$ cat src/rtl/mem_arb_pkg.sv
// Shared definitions for the two-requester memory port arbiter.
//   arb_state_t : sequencer states (IDLE -> ACCESS -> DONE)
//   REQ_FETCH   : requester index of instruction fetch
//   REQ_DATA    : requester index of data load/store
//   LAT_W       : width of the access latency counter
package mem_arb_pkg;

   typedef enum logic [1:0] {
      IDLE   = 2'd0,
      ACCESS = 2'd1,
      DONE   = 2'd2
   } arb_state_t;

   localparam logic REQ_FETCH = 1'b0;
   localparam logic REQ_DATA  = 1'b1;

   localparam int LAT_W = 4;

endpackage

$ cat src/rtl/mem_port_arbiter_if.sv
// Bundle of requester-side and memory-side signals of the arbiter.
//   req0/1, addr0/1, wdata0/1, we0/1 : requests from fetch (0) and data (1)
//   ack0/1, rdata0/1                 : completion pulse and read data back
//   mem_en, mem_we, mem_addr, mem_wdata, mem_rdata : shared memory port
//   sel, busy                        : current owner and sequencer activity
// Modport slave is the arbiter; modport master is its environment.
interface mem_port_arbiter_if #(
   parameter int N = 32
);
   logic         req0, req1;
   logic [N-1:0] addr0, addr1;
   logic [N-1:0] wdata0, wdata1;
   logic         we0, we1;
   logic         ack0, ack1;
   logic [N-1:0] rdata0, rdata1;
   logic         mem_en, mem_we;
   logic [N-1:0] mem_addr, mem_wdata, mem_rdata;
   logic         sel, busy;

   modport slave (
      input  req0, req1, addr0, addr1, wdata0, wdata1, we0, we1, mem_rdata,
      output ack0, ack1, rdata0, rdata1, mem_en, mem_we, mem_addr, mem_wdata,
             sel, busy
   );

   modport master (
      output req0, req1, addr0, addr1, wdata0, wdata1, we0, we1, mem_rdata,
      input  ack0, ack1, rdata0, rdata1, mem_en, mem_we, mem_addr, mem_wdata,
             sel, busy
   );
endinterface

$ cat src/rtl/mem_port_arbiter_rr_pick2.sv
// Combinational two-way round-robin pick.
//   req0, req1  : pending requests
//   last_grant  : requester served most recently
//   grant_valid : at least one request pending
//   winner      : requester to serve next
module rr_pick2 (
   input  logic req0,
   input  logic req1,
   input  logic last_grant,
   output logic grant_valid,
   output logic winner
);
   assign grant_valid = req0 | req1;
   // On a tie the requester that was not served last wins; otherwise the
   // sole requester wins (req1 alone -> 1, req0 alone -> 0).
   assign winner = (req0 && req1) ? ~last_grant : req1;
endmodule

$ cat src/rtl/mux2.sv
// Generic 2:1 multiplexer used for datapath steering.
//   sel : 0 selects a, 1 selects b
//   a, b: data inputs (W bits)
//   y   : selected data
module mux2 #(
   parameter int W = 32
) (
   input  logic         sel,
   input  logic [W-1:0] a,
   input  logic [W-1:0] b,
   output logic [W-1:0] y
);
   assign y = sel ? b : a;
endmodule

$ cat src/rtl/mem_port_arbiter.sv
// Round-robin arbiter/sequencer sharing one memory port between instruction
// fetch (requester 0) and data load/store (requester 1).
//   clk   : system clock, rising edge
//   rst_n : synchronous active-low reset
//   bus   : requester and memory port signals (slave side)
// A granted access holds the port for LAT cycles (ACCESS), then pulses the
// owner's ack for one cycle (DONE) before returning to IDLE.
module mem_port_arbiter
   import mem_arb_pkg::*;
#(
   parameter int N   = 32,
   parameter int LAT = 2
) (
   input  logic               clk,
   input  logic               rst_n,
   mem_port_arbiter_if.slave  bus
);

   generate
      if (LAT < 1 || LAT > 15) begin : g_bad_lat
         $error("mem_port_arbiter: LAT must be in 1..15");
      end
   endgenerate

   arb_state_t       state_reg, state_next;
   logic             sel_reg, sel_next;
   logic             last_grant_reg, last_grant_next;
   logic [LAT_W-1:0] cnt_reg, cnt_next;
   logic [N-1:0]     rdata0_reg, rdata0_next;
   logic [N-1:0]     rdata1_reg, rdata1_next;

   logic grant_valid, winner;
   logic we_sel;

   rr_pick2 u_pick (
      .req0        (bus.req0),
      .req1        (bus.req1),
      .last_grant  (last_grant_reg),
      .grant_valid (grant_valid),
      .winner      (winner)
   );

   mux2 #(.W(N)) u_mux_addr (
      .sel (sel_reg), .a (bus.addr0), .b (bus.addr1), .y (bus.mem_addr)
   );

   mux2 #(.W(N)) u_mux_wdata (
      .sel (sel_reg), .a (bus.wdata0), .b (bus.wdata1), .y (bus.mem_wdata)
   );

   mux2 #(.W(1)) u_mux_we (
      .sel (sel_reg), .a (bus.we0), .b (bus.we1), .y (we_sel)
   );

   always_ff @(posedge clk) begin
      if (!rst_n) begin
         state_reg      <= IDLE;
         sel_reg        <= REQ_FETCH;
         last_grant_reg <= REQ_DATA;   // fetch wins the first tie
         cnt_reg        <= '0;
         rdata0_reg     <= '0;
         rdata1_reg     <= '0;
      end else begin
         state_reg      <= state_next;
         sel_reg        <= sel_next;
         last_grant_reg <= last_grant_next;
         cnt_reg        <= cnt_next;
         rdata0_reg     <= rdata0_next;
         rdata1_reg     <= rdata1_next;
      end
   end

   always_comb begin
      state_next      = state_reg;
      sel_next        = sel_reg;
      last_grant_next = last_grant_reg;
      cnt_next        = cnt_reg;
      rdata0_next     = rdata0_reg;
      rdata1_next     = rdata1_reg;
      case (state_reg)
         IDLE: begin
            if (grant_valid) begin
               sel_next   = winner;
               cnt_next   = LAT_W'(LAT - 1);
               state_next = ACCESS;
            end
         end
         ACCESS: begin
            if (cnt_reg == '0) begin
               // Last access cycle: memory read data is valid now.
               if (!we_sel) begin
                  if (sel_reg == REQ_DATA) rdata1_next = bus.mem_rdata;
                  else                     rdata0_next = bus.mem_rdata;
               end
               state_next = DONE;
            end else begin
               cnt_next = cnt_reg - LAT_W'(1);
            end
         end
         DONE: begin
            last_grant_next = sel_reg;
            state_next      = IDLE;
         end
         default: state_next = IDLE;
      endcase
   end

   assign bus.busy   = (state_reg != IDLE);
   assign bus.mem_en = (state_reg == ACCESS);
   assign bus.mem_we = (state_reg == ACCESS) && we_sel;
   assign bus.ack0   = (state_reg == DONE) && (sel_reg == REQ_FETCH);
   assign bus.ack1   = (state_reg == DONE) && (sel_reg == REQ_DATA);
   assign bus.sel    = sel_reg;
   assign bus.rdata0 = rdata0_reg;
   assign bus.rdata1 = rdata1_reg;

endmodule

$ cat src/flat_wrapper.sv
// flat-port wrapper written by rule: the top's interface ports become plain ports
module mem_port_arbiter_flat import mem_arb_pkg::*;
#(
   parameter int N   = 32,
   parameter int LAT = 2
)
  (clk, rst_n, bus_req0, bus_req1, bus_addr0, bus_addr1, bus_wdata0, bus_wdata1, bus_we0, bus_we1, bus_mem_rdata, bus_ack0, bus_ack1, bus_rdata0, bus_rdata1, bus_mem_en, bus_mem_we, bus_mem_addr, bus_mem_wdata, bus_sel, bus_busy);
  mem_port_arbiter_if #(.N(N)) bus_i ();
  input  logic clk;
  input  logic rst_n;
  input wire logic [$bits(bus_i.req0)-1:0] bus_req0;
  input wire logic [$bits(bus_i.req1)-1:0] bus_req1;
  input wire logic [$bits(bus_i.addr0)-1:0] bus_addr0;
  input wire logic [$bits(bus_i.addr1)-1:0] bus_addr1;
  input wire logic [$bits(bus_i.wdata0)-1:0] bus_wdata0;
  input wire logic [$bits(bus_i.wdata1)-1:0] bus_wdata1;
  input wire logic [$bits(bus_i.we0)-1:0] bus_we0;
  input wire logic [$bits(bus_i.we1)-1:0] bus_we1;
  input wire logic [$bits(bus_i.mem_rdata)-1:0] bus_mem_rdata;
  output wire logic [$bits(bus_i.ack0)-1:0] bus_ack0;
  output wire logic [$bits(bus_i.ack1)-1:0] bus_ack1;
  output wire logic [$bits(bus_i.rdata0)-1:0] bus_rdata0;
  output wire logic [$bits(bus_i.rdata1)-1:0] bus_rdata1;
  output wire logic [$bits(bus_i.mem_en)-1:0] bus_mem_en;
  output wire logic [$bits(bus_i.mem_we)-1:0] bus_mem_we;
  output wire logic [$bits(bus_i.mem_addr)-1:0] bus_mem_addr;
  output wire logic [$bits(bus_i.mem_wdata)-1:0] bus_mem_wdata;
  output wire logic [$bits(bus_i.sel)-1:0] bus_sel;
  output wire logic [$bits(bus_i.busy)-1:0] bus_busy;
  assign bus_i.req0 = bus_req0;
  assign bus_i.req1 = bus_req1;
  assign bus_i.addr0 = bus_addr0;
  assign bus_i.addr1 = bus_addr1;
  assign bus_i.wdata0 = bus_wdata0;
  assign bus_i.wdata1 = bus_wdata1;
  assign bus_i.we0 = bus_we0;
  assign bus_i.we1 = bus_we1;
  assign bus_i.mem_rdata = bus_mem_rdata;
  assign bus_ack0 = bus_i.ack0;
  assign bus_ack1 = bus_i.ack1;
  assign bus_rdata0 = bus_i.rdata0;
  assign bus_rdata1 = bus_i.rdata1;
  assign bus_mem_en = bus_i.mem_en;
  assign bus_mem_we = bus_i.mem_we;
  assign bus_mem_addr = bus_i.mem_addr;
  assign bus_mem_wdata = bus_i.mem_wdata;
  assign bus_sel = bus_i.sel;
  assign bus_busy = bus_i.busy;
  mem_port_arbiter #(.N(N), .LAT(LAT)) u_core (.clk(clk), .rst_n(rst_n), .bus(bus_i));
endmodule
$ cat config.mk
export PLATFORM = sky130hd
export DESIGN_NAME = mem_port_arbiter_flat
export DESIGN_NICKNAME = d
export VERILOG_FILES = /design/src/rtl/mem_arb_pkg.sv /design/src/rtl/mem_port_arbiter_if.sv /design/src/rtl/mem_port_arbiter_rr_pick2.sv /design/src/rtl/mux2.sv /design/src/rtl/mem_port_arbiter.sv /design/src/flat_wrapper.sv
export SDC_FILE = /design/constraint.sdc
export NUM_CORES = 1
export LEC_CHECK = 0
export ABC_CLOCK_PERIOD_IN_PS = 2800
export CAP_MARGIN = 20
export CORE_AREA = 4 4 115 117
export DETAILED_ROUTE_END_ITERATION = 10
export DIE_AREA = 0 0 119 121
export HOLD_SLACK_MARGIN = 0.15
export MAX_ROUTING_LAYER = met4
export PLACE_DENSITY = 0.78
export SETUP_SLACK_MARGIN = 0.4
export SYNTH_ARGS = -nofsm -noshare
export SYNTH_HDL_FRONTEND = slang
export SYNTH_HIERARCHICAL = 1
export SYNTH_SLANG_ARGS = --single-unit
$ cat constraint.sdc
create_clock -name clk -period 2.8 [get_ports clk]
set_input_delay 0.56 -clock clk [delete_from_list [all_inputs] [get_ports clk]]
set_output_delay 0.56 -clock clk [all_outputs]
set_load 0.03 [all_outputs]
**After elaboration in Yosys (flattened, before gate mapping)**

Cells that the tools add are included.

- Input port bits: 166
- Bits in registers: 72
- Logic and storage cells: 39
- Output and inout port bits: 134

- Bitwise operators: 4
- Multiplexer cells: 10
- Add/sub/neg operators: 1
- Eq/ne operators: 5
- Reductions and logical operators: 13

Operators with widths:

| cell | count |
|---|---|
| 32-bit two-way mux | 2 |
| 4-bit two-way mux | 2 |
| 4-bit case mux with 2 select lines | 1 |
| 4-bit AND reduction | 2 |
| 1-bit logical AND | 4 |
| 4-bit zero test | 1 |
| 2-bit two-way mux | 2 |
| 2-bit by 1-bit inequality test with 1-bit output (second input constant) | 2 |
| 2-bit case mux with 2 select lines | 1 |
| 2-bit AND reduction | 2 |
| 2-bit nonzero test | 2 |
| 4-bit by 1-bit subtractor with 4-bit output (second input constant) | 1 |
| 1-bit NOT | 3 |
| 3-bit AND reduction | 1 |
| 2-bit by 1-bit == test with 1-bit output (second input constant) | 1 |
| 2-bit == test (second input constant) | 1 |
| 2-bit zero test | 1 |
| 1-bit two-way mux | 2 |
| 2-bit inequality test (second input constant) | 1 |
| 1-bit OR | 1 |

**Logic depth before layout (Yosys ltp)**

- Word-level depth: 3
- Gate-level depth with buffers: 6
- Mapped depth without buffers: 5

**Modules after synthesis**

Netlist, hierarchy kept.

Modules (own cells, without submodules):

| module | times used | area each (µm²) | seq. area each (µm²) | cells an instance |
|---|---|---|---|---|
| mem_port_arbiter | 1 | 2845.2 | 1441.4 | 292 |
| mux2 at u_core.u_mux_addr ... | 2 | 544.3 | 0.0 | 36 |
| mux2 at u_core.u_mux_we | 1 | 15.0 | 0.0 | 1 |
| rr_pick2 | 1 | 13.8 | 0.0 | 2 |

**Least setup slack after synthesis**

OpenSTA, ideal clock, no wires.

- Path kind: register -> output
- Start: reg u_core.sel_reg, in the netlist u_core/bus.sel
- End: out bus_mem_addr[0]
- Arrival time: 1.386 ns
- Path buffers: 2
- Stages on the path, launching flop included: 4
- Data required time: 2.240 ns
- Setup slack: 0.854 ns
- Path through: dfxtp_1 -> buf_6 -> buf_12 -> mux2_4

- Cells in the longest elaborated chain, start to end: 1

Ends and longest elaborated chain:

| element | RTL line | source |
|---|---|---|
| start, declared | mem_port_arbiter.sv:26 | `logic sel_reg, sel_next;` |
| start signal, assigned | mem_port_arbiter.sv:65 | `sel_reg <= sel_next;` |
| 32-bit two-way mux | mux2.sv:13 | `assign y = sel ? b : a;` |
| end, declared | flat_wrapper.sv:26 | `output wire logic [$bits(bus_i.mem_addr)-1:0] bus_mem_addr;` |

No other way between the ends.

**Final worst setup path**

- Start: reg u_core.sel_reg, in the netlist u_core/bus.sel
- End: out bus_mem_wdata[29]

- Cells in the longest elaborated chain, start to end: 1

Ends and longest elaborated chain:

| element | RTL line | source |
|---|---|---|
| 32-bit two-way mux | mux2.sv:13 |  |
| end, declared | flat_wrapper.sv:27 | `output wire logic [$bits(bus_i.mem_wdata)-1:0] bus_mem_wdata;` |

No other way between the ends.

==> metrics.yaml <==
synth:
  avgSynthCellArea_um2: 10.8
  synth_edf_count: 0
  yosysTopAreaCell: "dfxtp_1"
  synth_top_area_frac: 0.364
  synth-seq-area-share: 0.364
  synthSimpleGateAreaFrac: 0.135
  yosys.area_share.xor_xnor: 0
  synth_top_family_by_area: "multiplexers"
  syn-cell-area_um2: 3960
  muxShareOfSynthArea: 0.409
  synthFlopType: "dfxtp_1"
  yosysWarnings: 6
  yosys.area_share.adder: 0.00632
  ys_ff_latch: 72
  syn-num-nets: 535
  netlist_instances: 367
  synth.area.top_cells: "dfxtp_1, mux2_4, mux2i_1"
  async_flop_share: 0
  synth_compound_area_frac: 0.0193
  synth.distinct_cells: 36
floorplan:
  die-area_um2: 14400
  ioPinCount: 300
  die_h_um: 121
  die_w_um: 119
  core_area_um2: 12400
  initial_core_util: 0.321
  num_rows: 41
clocking:
  cts_buffers: 9
  ctsHoldBuffers: 0
  clock-sinks: 72
  clock-root-buffer: "clkbuf_16"
  clock_path_buffers: 2
  insertion_delay_ns: 0.32
  cts.htree.levels: 3
  cts_tree: "done"
  cts.clk_slew.worst_paths_ns: 0.06
drt:
  firstDrtPassIters: 4
  avgViaCountPerCell: 4.49
  post_drt_wl_per_cell_um: 17.0
  postRouteAntennaNets: 0
  wl_um: 14200
  drcViolationCount: 0
  vias: 3761
  drtIter0Drc: 101
hold_path:
  min_path_cells: 2
  hp-start: "u_core/bus.rdata0[10]"
  hp-class: "reg2reg"
  holdPathEnd: "u_core/bus.rdata0[10]"
final_layout:
  final_nets: 829
  syn_to_final_growth_pct: 85.3
  diodes: 0
  drive_gt1_frac: 0.152
  fin_cells: 838
setup_path:
  path_max_fanout: 33
  critPathMaxStageDelay_ns: 0.43
  crit_buf_inv: 2
  critPathLaunchType: "register"
  required_ns: 2.24
  rr_endpoint: "u_core/bus.rdata1[30]"
  slowest_stage: "dfxtp_4"
  critical_path_class: "reg2out"
  cp_top_family: "buffers and inverters"
  worstPathArrival_ns: 1.79
  endpoint_kind: "output port"
  r2r_start: "u_core/cnt_reg[0]"
  path_cells: "buf_16 > mux2_2 > dlygate4sd2_1"
  r2r_slack_ns: 0.61
  worst_r2r_path_depth: 5
power:
  powerDensity_nw_per_um2: 510
  power.leakage_nw: 3.44
  ir_drop_mv: 0.367
global_route:
  grt_usage: 0.191
  grt_use_met1: 0.221
  top_usage_layer: "met2"
  grtUsageMet2: 0.332
  use_met3: 0.0564
  grt_max_degree: 47
  grt_pass1_wl_um: 21200
  antenna_found_initial: 0
  grt-ovfl-total: 0
  grt_pass1_vias: 3936
sta:
  final_hold_viol_count: 0
  slew_violations: 0
  fmax_mhz: 425
  finalSetupTns_ns: 0
  finClkSkew_ns: 0.00680
  finalSetupViolCount: 0
  relSlewSlack: 0.435
  rsz0062_at_grt: "true"
  tightest_slew_ns: 0.846
  fin_crit_sh: 0.841
  hold_ws_ns: 0.459
  fin_crit_ns: 2.35
flow_run:
  cap_violations: 0
placed_design:
  hpwlAfterDp_um: 11700
  place_inst: 819
  port_buffers: 299
  gp_congestion: 0.875
status:
  status: "complete, no violations"
synth_stat cells, drive strengths merged, types with 2 or more instances:
master  count
and3        2
mux2i      66
ha          2
nor2        2
mux2       65
nand3b      3
nand3       2
nand2      98
inv         4
a21oi       2
nor2b       2
buf        17
or2         2
and2        2
dfxtp      72
clkbuf     12
where the power goes:
part	switching, mW	internal [mW]
clock network	0.424	0.895
registers	0.0508	1.09
logic	0.631	0.657
total	1.11	2.64
area by class of cell:
type                       count  area [um2]
sequential                    72        1450
tap                          172         215
inverter                       4        15.0
fill                        1033        5020
timing repair buffer         312        3060
clock buffer                  11         243
multi-input combinational    262        2260
clock inverter                 5         104
placed cells by master, fill, tap and decap left out, types with 2 or more instances in the layout:
master and n:
clkdlybuf4s50_1 232, dfxtp_1 71, and2_1 2, nor2_1 2
nand2_1 98, mux2_2 4, clkbuf_16 9, nand3b_1 3
dlymetal6s2s_1 6, dlygate4sd2_1 60, a21oi_1 2, bufinv_16 3
and3_1 2, buf_4 11, mux2_4 61, ha_1 2
mux2i_1 66, inv_1 4
how the worst max path moves through the flow:
stage,from,end,slack (ns),depth (start not counted)
after floorplan,u_core/bus.sel,bus_mem_addr[0],0.85,3
after global placement,bus_we0,bus_mem_we,0.27,4
after detailed placement,bus_we0,bus_mem_we,0.26,4
after CTS,u_core/bus.sel,bus_mem_addr[3],0.35,3
after global routing,u_core/bus.sel,bus_mem_wdata[29],0.39,3
final,u_core/bus.sel,bus_mem_wdata[29],0.45,3
layer usage:
layer  part of all wire  wire [um]
met1               0.41       5850
met2               0.52       7390
met3              0.065        922
met4             0.0054         77
met5                  0          0
logic make-up (layout without fill, tap and decap cells):
group           Yosys count  after routing
mux                     131            131
fa+ha+maj                 2              2
buf+inv                  33            332
simple gates            119            119
flops                    72             72
compound gates           10             10
worst min-delay path, stage by stage (launching register included):
cell and delay [ns]:
dfxtp_1 0.31, nand2_1 0.05, mux2i_1 0.05
what timing repair did:
| action | 4_1_cts | 5_1_grt |
|---|---|---|
| gates cloned | 0 | 0 |
| buffers inserted | 3 | 0 |
| hold endpoints to repair | 0 | 0 |
| gates resized for setup | 62 | 6 |
| setup endpoints to repair | 61 | 7 |
stage by stage:
stage / setup slack (ns) / power, mW / instance area, um2 / util
floorplan: 0.854 / 1.95 / 3960 / -
global placement: 0.272 / 2.48 / 7020 / 0.568
CTS: 0.355 / 3.78 / 7330 / 0.593
global route: 0.391 / 3.90 / 7340 / 0.594
finish: 0.445 / 3.75 / 7340 / 0.594
detailed placement: 0.263 / 2.51 / 7020 / 0.568
Note: power is estimated with default switching activity, not from simulation.
